===== src/rtl/stack_ctrl_pkg.sv =====
// Shared encodings for the stack controller and the SP register it drives.
package stack_ctrl_pkg;

  typedef enum logic [1:0] {
    OP_PUSH = 2'b00,
    OP_POP  = 2'b01,
    OP_CALL = 2'b10,
    OP_RET  = 2'b11
  } op_e;

  localparam logic [1:0] SP_HOLD = 2'b00;
  localparam logic [1:0] SP_CLR  = 2'b01;
  localparam logic [1:0] SP_INC  = 2'b10;
  localparam logic [1:0] SP_DEC  = 2'b11;

  typedef enum logic [2:0] {
    ST_IDLE,
    ST_DEC,
    ST_WR,
    ST_RD,
    ST_INC,
    ST_CLR
  } state_e;

  function automatic logic is_push(input op_e o);
    return (o == OP_PUSH) || (o == OP_CALL);
  endfunction

endpackage


===== src/rtl/stack_ctrl.sv =====
// Full-descending stack sequencer: steps the external SP register and the
// stack RAM through PUSH/POP/CALL/RET with bound checks before every SP move.
//
// state | meaning
// IDLE  | ready; accepts sp_clear or an op, emits result pulses
// DEC   | pre-decrement SP for a push-type op
// WR    | write captured data at the decremented SP
// RD    | read RAM at current SP for a pop-type op
// INC   | post-increment SP, capture read data
// CLR   | return SP to the empty value
module stack_ctrl
  import stack_ctrl_pkg::*;
#(
  parameter int N        = 8,
  parameter int SP_TOP   = 128,
  parameter int SP_LIMIT = 1
) (
  input  logic         clk,
  input  logic         rst,
  input  logic         sp_clear,
  input  logic         op_valid,
  input  logic [1:0]   op,
  input  logic [N-1:0] op_wdata,
  output logic         op_ready,
  output logic         done,
  output logic [N-1:0] pop_data,
  output logic         pc_load,
  output logic [N-1:0] pc_val,
  output logic         err_overflow,
  output logic         err_underflow,
  output logic [1:0]   sp_ctrl,
  input  logic [N-1:0] sp_in,
  output logic [N-1:0] mem_addr,
  output logic [N-1:0] mem_wdata,
  output logic         mem_we,
  output logic         mem_re,
  input  logic [N-1:0] mem_rdata
);

  localparam logic [N-1:0] LP_TOP   = N'(SP_TOP);
  localparam logic [N-1:0] LP_LIMIT = N'(SP_LIMIT);

  state_e       r_state;
  state_e       w_state_nxt;
  op_e          r_op;
  logic [N-1:0] r_data;
  logic [N-1:0] r_pop_data;
  logic [N-1:0] r_pc_val;
  logic         r_done;
  logic         r_ovf;
  logic         r_udf;
  logic         r_pcl;
  logic         w_done_nxt;
  logic         w_ovf_nxt;
  logic         w_udf_nxt;
  logic         w_pcl_nxt;
  logic         w_we;
  logic         w_re;
  logic [1:0]   w_sp_ctrl;
  logic         w_accept;

  // sp_clear wins over a pending op, so the op is not handshaken that cycle
  assign w_accept = (r_state == ST_IDLE) && !sp_clear && op_valid;

  always_ff @(posedge clk) begin
    if (rst) begin
      r_state    <= ST_IDLE;
      r_op       <= OP_PUSH;
      r_data     <= '0;
      r_pop_data <= '0;
      r_pc_val   <= '0;
      r_done     <= 1'b0;
      r_ovf      <= 1'b0;
      r_udf      <= 1'b0;
      r_pcl      <= 1'b0;
    end else begin
      r_state <= w_state_nxt;
      r_done  <= w_done_nxt;
      r_ovf   <= w_ovf_nxt;
      r_udf   <= w_udf_nxt;
      r_pcl   <= w_pcl_nxt;
      if (w_accept) begin
        r_op   <= op_e'(op);
        r_data <= op_wdata;
      end
      if (r_state == ST_INC) begin
        if (r_op == OP_RET) r_pc_val   <= mem_rdata;
        else                r_pop_data <= mem_rdata;
      end
    end
  end

  always_comb begin
    w_state_nxt = r_state;
    w_sp_ctrl   = SP_HOLD;
    w_we        = 1'b0;
    w_re        = 1'b0;
    w_done_nxt  = 1'b0;
    w_ovf_nxt   = 1'b0;
    w_udf_nxt   = 1'b0;
    w_pcl_nxt   = 1'b0;
    case (r_state)
      ST_IDLE: begin
        if (sp_clear) begin
          w_state_nxt = ST_CLR;
        end else if (op_valid) begin
          if (is_push(op_e'(op))) begin
            if (sp_in == LP_LIMIT) begin
              w_done_nxt = 1'b1;
              w_ovf_nxt  = 1'b1;
            end else begin
              w_state_nxt = ST_DEC;
            end
          end else if (sp_in == LP_TOP) begin
            w_done_nxt = 1'b1;
            w_udf_nxt  = 1'b1;
          end else begin
            w_state_nxt = ST_RD;
          end
        end
      end
      ST_DEC: begin
        w_sp_ctrl   = SP_DEC;
        w_state_nxt = ST_WR;
      end
      ST_WR: begin
        w_we        = 1'b1;
        w_done_nxt  = 1'b1;
        w_state_nxt = ST_IDLE;
      end
      ST_RD: begin
        w_re        = 1'b1;
        w_state_nxt = ST_INC;
      end
      ST_INC: begin
        w_sp_ctrl   = SP_INC;
        w_done_nxt  = 1'b1;
        w_pcl_nxt   = (r_op == OP_RET);
        w_state_nxt = ST_IDLE;
      end
      ST_CLR: begin
        w_sp_ctrl   = SP_CLR;
        w_state_nxt = ST_IDLE;
      end
      default: w_state_nxt = ST_IDLE;
    endcase
  end

  // rst overrides combinationally so an op in flight cannot write or pulse
  assign op_ready      = (r_state == ST_IDLE) && !sp_clear && !rst;
  assign sp_ctrl       = rst ? SP_CLR : w_sp_ctrl;
  assign mem_we        = w_we && !rst;
  assign mem_re        = w_re && !rst;
  assign mem_addr      = sp_in;
  assign mem_wdata     = r_data;
  assign done          = r_done && !rst;
  assign err_overflow  = r_ovf && !rst;
  assign err_underflow = r_udf && !rst;
  assign pc_load       = r_pcl && !rst;
  assign pop_data      = r_pop_data;
  assign pc_val        = r_pc_val;

endmodule


===== config.mk =====
export PLATFORM = sky130hd
export DESIGN_NAME = stack_ctrl
export DESIGN_NICKNAME = d
export VERILOG_FILES = /design/src/rtl/stack_ctrl_pkg.sv /design/src/rtl/stack_ctrl.sv
export SDC_FILE = /design/constraint.sdc
export NUM_CORES = 1
export LEC_CHECK = 0
export BUFFER_PORTS_ARGS = -buffer_cell sky130_fd_sc_hd__clkbuf_2
export CORE_MARGIN = 8
export CORE_UTILIZATION = 42
export CTS_BUF_LIST = sky130_fd_sc_hd__clkbuf_8
export CTS_CLUSTER_SIZE = 28
export DETAILED_ROUTE_END_ITERATION = 16
export GPL_ROUTABILITY_DRIVEN = 1
export PLACE_DENSITY_LB_ADDON = 0.05
export RECOVER_POWER = 50
export SETUP_SLACK_MARGIN = 0.15
export SLEW_MARGIN = 20
export SYNTH_ARGS = -nofsm -noshare
export SYNTH_HDL_FRONTEND = slang
export SYNTH_SLANG_ARGS = --single-unit

===== constraint.sdc =====
create_clock -name clk -period 1.43 [get_ports clk]
set_input_delay 0.286 -clock clk [delete_from_list [all_inputs] [get_ports clk]]
set_output_delay 0.286 -clock clk [all_outputs]
set_load 0.05 [all_outputs]

==> impl_metrics.env <==
export IMPL_io_buffers=70
export IMPL_p_total_mw=2.550
export IMPL_p_leak_nw=1.020
export IMPL_grt_start_max_net_pins=18
export IMPL_detail_route_antenna_nets=0
export IMPL_worstSetupPathType="flop to output port"
export IMPL_cts_inserted_buffers=5
export IMPL_fin_util_pct=82.28
export IMPL_hold_path_class="primary input to flop"
export IMPL_fillers=223
export IMPL_max_freq_mhz=584.0
export IMPL_cts_clk_slew_worst_paths_ns=0.06
export IMPL_drv_slew=0
export IMPL_setup_viol=33
export IMPL_gr_usage_all_layers_pct=17.84
export IMPL_layout_commonest_cell="clkbuf_2"
export IMPL_power_density_mw_per_mm2=936.3
export IMPL_max_slew_margin_rel_pct=41.77
export IMPL_floorplan_initialDensity_pct=43.65
export IMPL_skew_ns=0.003595
export IMPL_syn_instance_count=175
export IMPL_drc_errors=0
export IMPL_io_pins=71
export IMPL_via_per_inst=5.510
export IMPL_p_int_mw=1.695
export IMPL_seqPwrFrac_pct=39.0
export IMPL_wirelength_microns=5461
export IMPL_final_cell_mix="clkbuf_2 (52), dfxtp_1 (30), o21ai_2 (24)"
export IMPL_grt_pass1_vias=1635
export IMPL_min_period_over_period_pct=119.7
export IMPL_cts_max_level=2
export IMPL_critPathBufInv=1
export IMPL_diodes=0
export IMPL_grt_first_pass_wirelength_microns=7755
export IMPL_die_w_microns=74.66
export IMPL_status="finished, violations left"
export IMPL_post_dp_hpwl_microns=3170
export IMPL_vias=1686
export IMPL_p_switching_uw=855.2
export IMPL_min_from="op_wdata[6]"
export IMPL_dieArea_sq_mm=0.005574
export IMPL_syn_area_sq_mm=0.001445
export IMPL_synthesis_nets=205
export IMPL_drive_above_1_share_pct=72.69
export IMPL_fin_ws_ns=-0.2823
export IMPL_ys_seq_area_share_pct=45.71
export IMPL_critPathSlowestCell="or4_4"
export IMPL_cts_root_buf="clkbuf_8"
export IMPL_cts_sinks=33
export IMPL_violations="setup timing"
export IMPL_vdd_drop_max_uv=606.1
export IMPL_yosysWarnings=0
export IMPL_tritoncts="built"
export IMPL_worstMarginPinSlew_ns=0.8713
export IMPL_tns_ns=-2.895
export IMPL_worstSetupEndpointType="output port"
export IMPL_synth_cell_types=29
export IMPL_die_h_microns=74.66
export IMPL_fin_nets=290
export IMPL_power_frac_comb_pct=34.0
export IMPL_avgSynthCellArea_sq_um=8.258
export IMPL_arrival_ns=1.43
export IMPL_wl_per_cell_microns=17.85
export IMPL_hold_violations=0
export IMPL_drt_iter0_markers=67
export IMPL_rsz0062_at_grt="true"
export IMPL_start_kind="flop"
export IMPL_gp_congestion=0.7843
export IMPL_drt_first_pass_iters=4
export IMPL_cp_required_ns=1.14
export IMPL_crit_family="simple AND/OR/NAND/NOR gates"
export IMPL_clkPwrFrac_pct=27.0
export IMPL_swShare_pct=33.53
export IMPL_post_route_min_period_ns=1.712
export IMPL_cts_max_path_buffers=2
export IMPL_synth_ff_latch_count=33
export IMPL_cp_startpoint="r_state[1]"
export IMPL_clk_latency_ns=0.28
export IMPL_overflow=0
export IMPL_path_max_fanout=2
export IMPL_core_area_sq_mm=0.003311
export IMPL_reg2reg_from="r_state[0]"
export IMPL_syn2layout_area_growth_pct=88.48
export IMPL_slowest_delay_ns=0.55
export IMPL_drv_cap=0
export IMPL_path_cells="or4_4, nor2_4, buf_12"
export IMPL_rows=21
export IMPL_antenna_found_initial=0
[cell families after synthesis]
family / Yosys count / synth area share (%)
AOI/OAI and AO/OA: 61 / 22.34
and+or+nand+nor: 52 / 21.30
DFF: 33 / 45.71
buffers and inverters: 27 / 9.437
xor gates and xnor gates: 2 / 1.212
[final timing paths]
path | cells after the start | slack, ns | to
hold reg to reg | 2 | 0.46 | pop_data[2]
setup reg to reg | 6 | -0.15 | r_ovf
hold / removal | 3 | 0.25 | mem_wdata[6]
setup / recovery | 3 | -0.28 | op_ready
[power by group through the flow]
stage	Sequential [mW]	Combinational [mW]	Clock (mW)
floorplan	1.08	0.330	0
global placement	1.00	0.595	0
detailed placement	1.00	0.607	0
CTS	0.985	0.784	0.695
global route	0.998	0.907	0.747
finish	0.994	0.868	0.688
[cells in the mapped netlist]
cell        n  area [sq um]
a2111oi_0   1         8.760
a21o_1      3         22.52
a21oi_1    28         140.1
and2_1      1         6.260
buf_1       1         3.750
buf_2       4         20.02
buf_4       8         60.06
clkbuf_1   11         41.29
dfxtp_1    33         660.6
inv_1       3         11.26
nand2_1     2         7.510
nand3_1    26         130.1
nand3b_1    1         7.510
nor2_1      1         3.750
nor2b_1     5         31.28
nor3_1      3         15.01
nor3b_2     1         12.51
nor4_1      5         31.28
nor4b_1     1         8.760
o21ai_0    26         130.1
o21ai_1     1         5.000
o221ai_1    1         8.760
o31ai_1     1         7.510
or3_1       1         6.260
or3_4       1         11.26
or3b_1      2         17.52
or4_1       1         7.510
or4_4       1         11.26
xnor2_1     2         17.52
[flip-flops by register name, indices dropped and copies added, names as in the netlist]
name,cells
r_udf,1
mem_wdata,8
r_pcl,1
r_op,2
pc_val,8
r_state,3
pop_data,8
r_done,1
r_ovf,1
[per-layer routing]
| metal | vias up | wire (microns) | GRT usage (%) |
|---|---|---|---|
| li1 | 806 | - | - |
| met1 | 814 | 2277 | 21.61 |
| met5 | - | 0 | 0 |
| met4 | 0 | 78 | 5.870 |
| met2 | 57 | 2767 | 29.33 |
| met3 | 9 | 337 | 5.326 |
[through the flow]
step | hold slack [ns] | cells | cell area, sq um | setup WS (ns)
after floorplan | 0.3964 | 175 | 1554 | -0.2380
after CTS | 0.2343 | 303 | 2540 | -0.2486
after detailed placement | 0.4684 | 284 | 2074 | -0.1410
after global placement | 0.4605 | 284 | 2074 | -0.08276
final | 0.2455 | 306 | 2724 | -0.2823
after global routing | 0.2414 | 306 | 2724 | -0.3022
[tightest hold or removal path: cells and delay by family]
family,cells,cell delay (ns)
AND/OR/NAND/NOR,1,0.05
buffers and inverters,1,0.08
AO/OA/AOI/OAI,1,0.06
[what timing repair did]
item / CTS / global route
hold buffers: 0 / 0
gates cloned: 6 / 0
pin swaps: 47 / 19
setup endpoints to repair: 39 / 39
buffers inserted: 6 / 3
gates resized for setup: 81 / 40
[cell type report]
type                    instances  area, sq um  share of cell area, %
clock buffers                   6        82.58                  3.032
multi-input cells             117         1100                  40.38
clock inverters                 1        3.754                 0.1378
inverters                       3        11.26                 0.4134
repair buffers                100        802.0                  29.44
well taps                      46        57.56                  2.113
flip-flops and latches         33        666.9                  24.48
(Power assumes the default switching activity.)
